<file path="config.mk">
export PLATFORM = sky130hd
export DESIGN_NAME = uart_rx
export DESIGN_NICKNAME = d
export VERILOG_FILES = /design/src/rtl/uart_pkg.sv /design/src/rtl/uart_sync2.sv /design/src/rtl/uart_rx.sv
export SDC_FILE = /design/constraint.sdc
export NUM_CORES = 1
export LEC_CHECK = 0
export CELL_PAD_IN_SITES_DETAIL_PLACEMENT = 2
export CELL_PAD_IN_SITES_GLOBAL_PLACEMENT = 2
export CORE_MARGIN = 4
export CORE_UTILIZATION = 25
export CTS_CLUSTER_DIAMETER = 120
export DETAILED_ROUTE_END_ITERATION = 16
export PLACE_DENSITY_LB_ADDON = 0.1
export REMOVE_ABC_BUFFERS = 1
export SLEW_MARGIN = 40
export SYNTH_ARGS = -nofsm -noshare
export SYNTH_HDL_FRONTEND = slang
export SYNTH_SLANG_ARGS = --single-unit
</file>
<file path="constraint.sdc">
create_clock -name i_uart_clk -period 3.51 [get_ports i_uart_clk]
set_input_delay 0.5265 -clock i_uart_clk [delete_from_list [all_inputs] [get_ports i_uart_clk]]
set_output_delay 0.5265 -clock i_uart_clk [all_outputs]
set_load 0.03 [all_outputs]
</file>
<file path="src/rtl/uart_pkg.sv">
// Shared UART definitions: FSM state encoding and framing constants.
// Used by both uart_rx and uart_tx.
package uart_pkg;

  localparam int DEFAULT_BAUD_MULT = 139;
  localparam int DATA_BITS         = 8;

  typedef enum logic [2:0] {
    IDLE   = 3'd0,
    START  = 3'd1,
    DATA   = 3'd2,
    PARITY = 3'd3,
    STOP   = 3'd4,
    BREAK  = 3'd5
  } uart_state_t;

endpackage

</file>
<file path="src/rtl/uart_sync2.sv">
// Two-flop synchronizer for an asynchronous input pin.
// Resets to 1 so that an idle-high line reads as idle during and after reset.
module uart_sync2 (
  input  logic i_clk,
  input  logic i_rst_n,
  input  logic i_async,
  output logic o_sync
);

  logic r_meta;
  logic r_sync;

  // NOTE: flops use non-blocking assignments so r_sync takes the old r_meta,
  // keeping two real stages between the pin and the output.
  always_ff @(posedge i_clk or negedge i_rst_n) begin
    if (!i_rst_n) begin
      r_meta <= 1'b1;
      r_sync <= 1'b1;
    end else begin
      r_meta <= i_async;
      r_sync <= r_meta;
    end
  end

  assign o_sync = r_sync;

endmodule

</file>
<file path="src/rtl/uart_rx.sv">
// 8N1 UART receiver, LSB first, BAUD_MULT clocks per bit, one-cycle valid strobe.
// Define UART_RX_PARITY_EN to add an even-parity bit and the o_parity_err output.
module uart_rx
  import uart_pkg::*;
#(
  parameter int BAUD_MULT = DEFAULT_BAUD_MULT
) (
  input  logic       i_uart_clk,
  input  logic       i_rst_n,
  input  logic       i_rx_data,
  output logic [7:0] o_byte_out,
  output logic       o_data_valid,
  output logic       o_rx_active,
  output logic       o_frame_err
`ifdef UART_RX_PARITY_EN
  ,
  output logic       o_parity_err
`endif
);

  localparam int         HALF_BIT    = (BAUD_MULT - 1) / 2;
  localparam logic [7:0] LP_LAST     = 8'(BAUD_MULT - 1);
  localparam logic [7:0] LP_HALF     = 8'(HALF_BIT);
  localparam logic [2:0] LP_LAST_BIT = 3'(DATA_BITS - 1);
`ifdef UART_RX_PARITY_EN
  localparam uart_state_t LP_AFTER_DATA = PARITY;
`else
  localparam uart_state_t LP_AFTER_DATA = STOP;
`endif

  logic        w_rx_s;
  logic        w_last;
  logic        w_par_bad;
  uart_state_t r_state;
  logic [7:0]  r_cnt;
  logic [2:0]  r_bit_cnt;
  logic [7:0]  r_shift;
  logic [7:0]  r_byte;
  logic        r_valid;
  logic        r_active;
  logic        r_ferr;
`ifdef UART_RX_PARITY_EN
  logic        r_par_bit;
  logic        r_perr;
`endif

  uart_sync2 u_sync (
    .i_clk   (i_uart_clk),
    .i_rst_n (i_rst_n),
    .i_async (i_rx_data),
    .o_sync  (w_rx_s)
  );

  assign w_last = (r_cnt == LP_LAST);
`ifdef UART_RX_PARITY_EN
  assign w_par_bad = ^{r_shift, r_par_bit};
`else
  assign w_par_bad = 1'b0;
`endif

  always_ff @(posedge i_uart_clk or negedge i_rst_n) begin
    if (!i_rst_n) begin
      r_state   <= IDLE;
      r_cnt     <= '0;
      r_bit_cnt <= '0;
      // NOTE: the shift register is a handful of flops, not a memory, so it
      // is reset along with everything else to keep a stale byte from leaking.
      r_shift   <= '0;
      r_byte    <= '0;
      r_valid   <= 1'b0;
      r_active  <= 1'b0;
      r_ferr    <= 1'b0;
`ifdef UART_RX_PARITY_EN
      r_par_bit <= 1'b0;
      r_perr    <= 1'b0;
`endif
    end else begin
      r_valid <= 1'b0;
      r_ferr  <= 1'b0;
`ifdef UART_RX_PARITY_EN
      r_perr  <= 1'b0;
`endif
      case (r_state)
        IDLE: begin
          r_cnt <= '0;
          if (!w_rx_s) begin
            r_state  <= START;
            r_active <= 1'b1;
          end
        end
        START: begin
          if (r_cnt == LP_HALF) begin
            r_cnt <= '0;
            if (!w_rx_s) begin
              r_state   <= DATA;
              r_bit_cnt <= '0;
            end else begin
              r_state  <= IDLE;
              r_active <= 1'b0;
            end
          end else begin
            r_cnt <= r_cnt + 8'd1;
          end
        end
        DATA: begin
          if (w_last) begin
            r_cnt   <= '0;
            r_shift <= {w_rx_s, r_shift[7:1]};
            if (r_bit_cnt == LP_LAST_BIT) r_state <= LP_AFTER_DATA;
            else                          r_bit_cnt <= r_bit_cnt + 3'd1;
          end else begin
            r_cnt <= r_cnt + 8'd1;
          end
        end
`ifdef UART_RX_PARITY_EN
        PARITY: begin
          if (w_last) begin
            r_cnt     <= '0;
            r_par_bit <= w_rx_s;
            r_state   <= STOP;
          end else begin
            r_cnt <= r_cnt + 8'd1;
          end
        end
`endif
        STOP: begin
          // Leaving mid-stop-bit lets IDLE catch a start edge right after it.
          if (w_last) begin
            r_cnt    <= '0;
            r_active <= 1'b0;
`ifdef UART_RX_PARITY_EN
            r_perr   <= w_par_bad;
`endif
            if (w_rx_s) begin
              r_state <= IDLE;
              if (!w_par_bad) begin
                r_byte  <= r_shift;
                r_valid <= 1'b1;
              end
            end else begin
              r_ferr  <= 1'b1;
              r_state <= BREAK;
            end
          end else begin
            r_cnt <= r_cnt + 8'd1;
          end
        end
        BREAK: begin
          r_cnt <= '0;
          if (w_rx_s) r_state <= IDLE;
        end
        default: begin
          r_state  <= IDLE;
          r_cnt    <= '0;
          r_active <= 1'b0;
        end
      endcase
    end
  end

  assign o_byte_out   = r_byte;
  assign o_data_valid = r_valid;
  assign o_rx_active  = r_active;
  assign o_frame_err  = r_ferr;
`ifdef UART_RX_PARITY_EN
  assign o_parity_err = r_perr;
`endif

endmodule

</file>
==> results summary, run 1 <==
The number of sinks on the clock net is 35. The initial standard-cell utilization of the core came out at 26.0%. The overall track demand over capacity in global routing is 10.6%. The total number of H-tree levels came out at 2.

The final weighted congestion in routability-driven placement came out at 0.716. The standby leakage power is 0.859 nW. In this run, CTS created clock tree buffers numbering 5. The slack of the worst reg-to-reg path came out at 1.18 ns. The number of antenna violations at the first check in global routing was 0.

The number of synthesized register bits is 35. The hold-critical path depth came out at 0. The count of endpoints failing hold in the final timing report came out at 0. The slowest cell on the critical path is sky130_fd_sc_hd__or4b_1. The diode insertion count for antenna repair is 0. Entering global routing, the biggest net connects 36 pins.

In this run the standard cell core region covers 5990 um^2. The type of destination of the critical path is a register. The TritonCTS clock tree is built. At the later pin of the worst-skew pair, clock insertion delay measures 0.29 ns. The path with the worst hold slack has its endpoint at u_sync.o_sync. The overall routed net length is 3.44 mm. The length in cells of the worst reg-to-reg path is 4. The sum of overflow across all layers after global routing came out at 0.

The number of cell rows is 28. In the final routed layout, each cell accounts on average for 15.9 um. The area of the die came out at 7550 um^2. The worst setup path is of the register to register kind. The max-capacitance violation count came out at 0. STA classifies the critical path startpoint as a register. The fraction of the cycle the final worst path needs came out at 66.2%.

The number of I/O port buffers is 13. The number of DRC markers in iteration 0 is 38. The clock passes through at most 2 buffers. In the synthesized netlist, the number of instances is 122. The first detailed-routing pass ran for 4 iterations. The remaining routing DRC violations came out at 0. The routed via count came out at 1020. The worst-case IR drop observed on VDD is 0.194 mV. Static timing analysis puts the maximum clock frequency at 430 MHz. The number of pins exceeding their max-slew limit in the final report came out at 0. Setup repair after global routing left no endpoint under its margin. The setup clock skew after layout came out at 0.00390 ns. Setup violations remaining at the end of the flow were counted as 0.

In this design, the stage delay of the slowest critical-path cell is 0.84 ns. The transition time at the pin with the least slew margin is 0.571 ns. The area added between synthesis and finish is 21.1%. The power per standard cell area is 413 nW/um^2. The data arrival at the endpoint of the critical path came out at 2.50 ns. The run finished with clean final reports. The endpoint of the worst register-to-register path is o_byte_out[1]. Along the worst path, the maximum fanout reaches 9.

The post-CTS setup-driven buffer insertion count came out at 0. The via count of the first global-routing pass is 1199. The number of vias per cell after detailed routing came out at 4.72. The worst relative slew slack is 61.9%. The worst register-to-register path begins at r_cnt[2]. Clock-pin slew was measured on the worst setup and hold paths at 0.07 ns. The layout net count is 149.

Traced cell by cell, the critical path runs through and4bb_2, nand3_2, or4b_1, mux2_4. In this run, distinct cell masters in the synthesized netlist total 34. In this run the clock root is driven by a sky130_fd_sc_hd__clkbuf_8. The chip height came out at 86.9 um. The post-route core utilization came out at 31.4%.

The first global-routing pass estimated 6.09 mm of wire. The top-level port count is 14. The min-delay analysis places its worst path in the category register to register. The count of antenna-violating nets left after detailed routing is 0.

STA puts the critical path data required time at 3.69 ns. The wire-length estimate of the detail-placed layout is 2.42 mm. The share of cells above drive strength 1 came out at 22.7%. After clock tree synthesis, the flow added hold-fix buffers numbering 0. The synthesis warning total came out at 0. The sequential-to-total area share from yosys stat came out at 56.5%. The post-cts gate resize count is 0. The worst hold path begins at u_sync.r_meta. Summing every instance area after synthesis gives 1560 um^2. The setup TNS after final layout came out at 0 ns. The mean area per synthesized cell is 12.7 um^2.

The floorplan step set the die width to 86.9 um. The minimum clock period after layout came out at 2.33 ns.
[cells in the final DEF (no fill, tap or decap), drive strengths merged, types with 3 or more instances in the layout]
cell type	instances
inv	5
dfrtp	33
ha	5
clkdlybuf4s50	13
nor2	14
clkbuf	5
nand3	7
nand2b	3
mux2	18
a21oi	3
xor2	5
[synthesized netlist by cell type (all sizes together)]
cell | n | share of area, %
nand2 | 1 | 0.24
nand4 | 2 | 0.80
a21oi | 3 | 0.97
nand3 | 7 | 2.6
ha | 5 | 4.0
a31oi | 1 | 0.40
o32ai | 1 | 0.56
a22o | 2 | 1.1
dfstp | 2 | 3.4
nor2b | 2 | 0.80
o21ai | 2 | 0.64
and4bb | 1 | 0.80
nor2 | 14 | 3.4
nor4bb | 1 | 0.64
nor3b | 2 | 0.97
nand2b | 3 | 1.2
o31a | 1 | 0.56
clkbuf | 2 | 0.48
nor4 | 1 | 0.40
mux2 | 18 | 15
a211oi | 1 | 0.48
and3 | 2 | 0.80
a31o | 1 | 0.56
buf | 1 | 0.48
xnor2 | 1 | 0.56
or4b | 1 | 0.64
xor2 | 5 | 2.8
dfrtp | 33 | 53
o22ai | 1 | 0.40
inv | 5 | 1.2
[logic make-up after synthesis]
logic type	Yosys count	synth area share [%]
XOR/XNOR	6	3.38
buffers and inverters	8	2.17
adder cells (fa/ha/maj)	5	4.02
AND/OR/NAND/NOR	37	13.3
multiplexers	18	15.0
AO/OA/AOI/OAI	13	5.71
flip-flops	35	56.5
[flip-flops by register name, summed over array words and instances (netlist names)]
| name | flops |
|---|---|
| u_sync.r_meta | 1 |
| o_frame_err | 1 |
| o_byte_out | 8 |
| o_rx_active | 1 |
| o_data_valid | 1 |
| r_bit_cnt | 3 |
| u_sync.o_sync | 1 |
| r_shift | 8 |
| r_cnt | 8 |
| r_state | 3 |
[how the worst max path moves through the flow]
stage	start	end	slack, ns	cells after the start
final	r_cnt[2]	o_byte_out[1]	1.18	4
after global routing	r_cnt[2]	o_byte_out[4]	1.07	4
after CTS	r_cnt[1]	r_state[0]	1.15	6
after detailed placement	r_cnt[1]	r_state[0]	1.17	6
after global placement	r_cnt[1]	r_state[0]	1.18	6
after floorplan	r_cnt[2]	o_byte_out[0]	1.42	4
[metal layers]
metal | vias to the layer above | part of all wire (%) | GRT usage, % | wire length [um]
li1 | 465 | - | - | -
met1 | 536 | 46 | 13.3 | 1600
met2 | 13 | 48 | 16.7 | 1660
met3 | 6 | 3.5 | 3.69 | 120
met4 | 0 | 1.9 | 4.25 | 64
met5 | - | 0 | 0 | 0
[final cells by class]
| class | instances | area [um^2] |
|---|---|---|
| fillers | 629 | 4110 |
| flip-flops and latches | 35 | 878 |
| multi-input cells | 79 | 643 |
| repair buffers | 15 | 143 |
| well taps | 75 | 93.8 |
| clock buffers | 5 | 68.8 |
| clock inverters | 2 | 37.5 |
| inverters | 5 | 18.8 |
[worst max-delay path: cells and delay by family (launching register included)]
family	cells	cell delay (ns)
multiplexers	1	0.40
flip-flops	1	0.45
AND/OR/NAND/NOR	3	1.37
[power by group]
group / switching [mW] / internal [mW]
sequential: 0.00122 / 0.405
combinational: 0.00870 / 0.00338
clock: 0.151 / 0.208
[through the flow]
stage / power (mW) / cells / setup WS, ns / cell area (um^2) / hold slack, ns
2_1_floorplan: 0.415 / 119 / 1.42 / 1540 / 0.231
3_3_place_gp: 0.427 / 208 / 1.18 / 1770 / 0.347
3_5_place_dp: 0.427 / 208 / 1.17 / 1770 / 0.350
4_1_cts: 0.791 / 215 / 1.15 / 1880 / 0.360
5_1_grt: 0.817 / 216 / 1.07 / 1880 / 0.366
6_report: 0.777 / 216 / 1.18 / 1880 / 0.358
Note: power is estimated with default switching activity, not from simulation.
==> run 2: changes to the inputs <==
- clock period: 3.51 -> 1.9 ns (I/O delays scaled with it)
==> run 2 against run 1 <==
Non-clock buffer count increased by 21. Fmax increased by 22%. First-iteration DRC count decreased by 42%. Critical path type unchanged. Wire length increased by 4.7%. Critical path depth increased by 1. Design area increased by 10%. Largest power group unchanged. Flip-flop and latch count unchanged. Clock skew increased by 0.0012 ns. The flow now finishes with violations (setup timing). Die area unchanged. Register-to-register slack got worse by 1.2 ns. Setup slack got worse by 1.2 ns.
==> results summary, run 2 (synthesis gave the netlist of run 1 again) <==
The run finished, with violations left. The checks that failed: setup timing. The number of I/O port buffers came out at 13. The overall track demand over capacity in global routing is 10.8%.

CTS placed an instance of sky130_fd_sc_hd__clkbuf_8 at the clock tree root. The core area is 5990 um^2. The global-route wire length before repair came out at 6.28 mm. The total placed cells including tap cells came out at 228. In this run the count of I/O pins placed on the die edge is 14. The standby leakage power came out at 0.981 nW.

Global routing consumed, on the met1 layer, 13.2% of the routing resources. The fraction of the cycle the final worst path needs came out at 101%. The sum of overflow across all layers after global routing is 0. In the layout the commonest cells are sky130_fd_sc_hd__dfrtp_1, sky130_fd_sc_hd__buf_4, sky130_fd_sc_hd__nor2_1, sky130_fd_sc_hd__clkdlybuf4s50_1, sky130_fd_sc_hd__mux2_2. The minimum clock period after layout is 1.91 ns. The footprint of the flip-flops and latches came out at 878 um^2. The number of antenna violations at the first check in global routing came out at 0. Data on the critical path arrives at its endpoint at 2.08 ns. After clock tree synthesis, the clock-pin slew on the worst setup and hold paths is 0.07 ns.

The worst relative slew slack is 69.5%. The library cell used most frequently in the layout, excluding fill and tap cells, is sky130_fd_sc_hd__dfrtp_1. From synthesis to final layout, the design area changed by 33.8%. The transition time at the pin with the least slew margin came out at 0.457 ns. The worst path setup slack after routing came out at -0.0126 ns. The met2 routing resource usage after global routing came out at 18.1%. The area of the die came out at 7550 um^2. The chip height came out at 86.9 um. The diode insertion count for antenna repair came out at 0.

In this run, CTS created clock tree buffers numbering 5. The overall die width came out at 86.9 um. The fraction of met3 tracks used by global routing is 3.22%. The maximum frequency from static timing analysis came out at 523 MHz. The layout net count is 170. The via count of the first global-routing pass is 1259. The worst-path maximum fanout came out at 9. The number of vias per cell after detailed routing came out at 4.45.

In this run the most used layer during global routing was met2. The worst path required time came out at 2.07 ns. Row generation in the floorplan step produced 28 rows. The pre-CTS worst setup slack is -0.0273 ns. The type of the worst min-delay path is register to register. Across the VDD grid, the largest voltage drop is 0.317 mV. The count of endpoints failing hold in the final timing report is 0. Summing internal, switching and leakage power gives 1.48 mW. The number of DRC markers in iteration 0 is 22.

The number of pins exceeding their max-slew limit in the final report came out at 0. The area of the multi-input gates is 658 um^2. The routed via count came out at 1060. The total half-perimeter wirelength after legalization and detailed placement came out at 2.62 mm. The category of the most critical setup path is register to register. For the final routed database, the setup TNS stands at -0.0695 ns.

STA classifies the critical path endpoint as a register. The power per standard cell area came out at 710 nW/um^2. The tree built by TritonCTS fans out to 35 sinks. The post-route netlist has 35.0% of its cells at a drive strength greater than 1. The number of optimization iterations in the first detailed-route pass is 4. The insertion delay of the later-clocked pin in the worst-skew pair is 0.28 ns. The final weighted congestion in routability-driven placement came out at 0.720. The count of antenna-violating nets left after detailed routing came out at 0. TritonCTS built the clock tree. The maximum buffer depth of the clock tree is 2. STA classifies the critical path startpoint as a register. The H-tree was split into 2 levels. The max-capacitance violation count is 0. The number of hold buffers added after CTS was 0. The number of standard cells in the layout, taps in and fillers out came out at 238. The routed wire length per instance came out at 15.1 um. The overall routed net length came out at 3.60 mm. For this configuration, the core starts out at a cell density of 26.0%. The number of endpoints failing setup at the final stage came out at 8. For this run, design rule violations remaining after detail routing come to 0. For the final database, setup skew stands at 0.00506 ns. The largest net degree at the start of global routing is 36. Counting the fill cells in the layout gives 637. Setup repair after global routing could not meet its margin everywhere.
run 2: changes by cell type in the layout (fill, tap and decap cells not counted), sizes merged:
cell / previous run / this run
inv: 5 / 6
clkbuf: 5 / 6
clkinvlp: 1 / 0
buf: 2 / 23
run 2: routing by layer:
metal  vias to the layer above  share of wire, %
met5                         -                 0
met4                         0               1.2
met3                         4               2.8
met2                        13                51
met1                       536                44
li1                        507                 -
run 2: per-stage QoR:
| stage | util [%] | instance area (um^2) | hold slack, ns |
|---|---|---|---|
| after floorplan | - | 1540 | -0.0106 |
| after global placement | 32.1 | 1920 | 0.346 |
| after detailed placement | 32.1 | 1920 | 0.348 |
| after CTS | 34.4 | 2060 | 0.359 |
| after global routing | 34.7 | 2080 | 0.365 |
| final | 34.7 | 2080 | 0.358 |
run 2: report_power, final:
| group | internal (mW) | switching [mW] | leakage [nW] |
|---|---|---|---|
| sequential | 0.748 | 0.00260 | 0.462 |
| clock | 0.431 | 0.273 | 0.0618 |
| combinational | 0.00630 | 0.0161 | 0.457 |
| total | 1.19 | 0.292 | 0.981 |
run 2: path summary, 6_finish.rpt:
check / startpoint / endpoint / slack [ns] / depth (start not counted)
setup / recovery: r_cnt[2] / o_byte_out[5] / -0.01 / 5
hold / removal: u_sync.r_meta / u_sync.o_sync / 0.36 / 0
setup reg to reg: r_cnt[2] / o_byte_out[5] / -0.01 / 5
hold reg to reg: u_sync.r_meta / u_sync.o_sync / 0.36 / 0
max in group asynchronous: i_rst_n / u_sync.o_sync / 1.13 / 2
min in group asynchronous: i_rst_n / r_bit_cnt[2] / 0.41 / 2
run 2: repair_timing:
item / CTS / global route
gates resized for setup: 2 / 3
pin swaps: 1 / 1
setup buffers: 1 / 1
endpoints found under the setup margin: 8 / 18
run 2: final cells by class:
cell class / instances / share of cell area (%)
timing repair buffer: 36 / 14.9
multi-input combinational: 79 / 31.6
clock inverter: 2 / 1.86
clock buffer: 6 / 3.97
sequential: 35 / 42.2
tap: 75 / 4.51
inverter: 5 / 0.902
run 2: worst max-delay path, cell delays in order (launching register included):
cell and delay (ns):
sky130_fd_sc_hd__dfrtp_1 0.37, sky130_fd_sc_hd__and4bb_2 0.33, sky130_fd_sc_hd__nand3_2 0.10, sky130_fd_sc_hd__or4b_4 0.54, sky130_fd_sc_hd__buf_8 0.17, sky130_fd_sc_hd__mux2_4 0.30
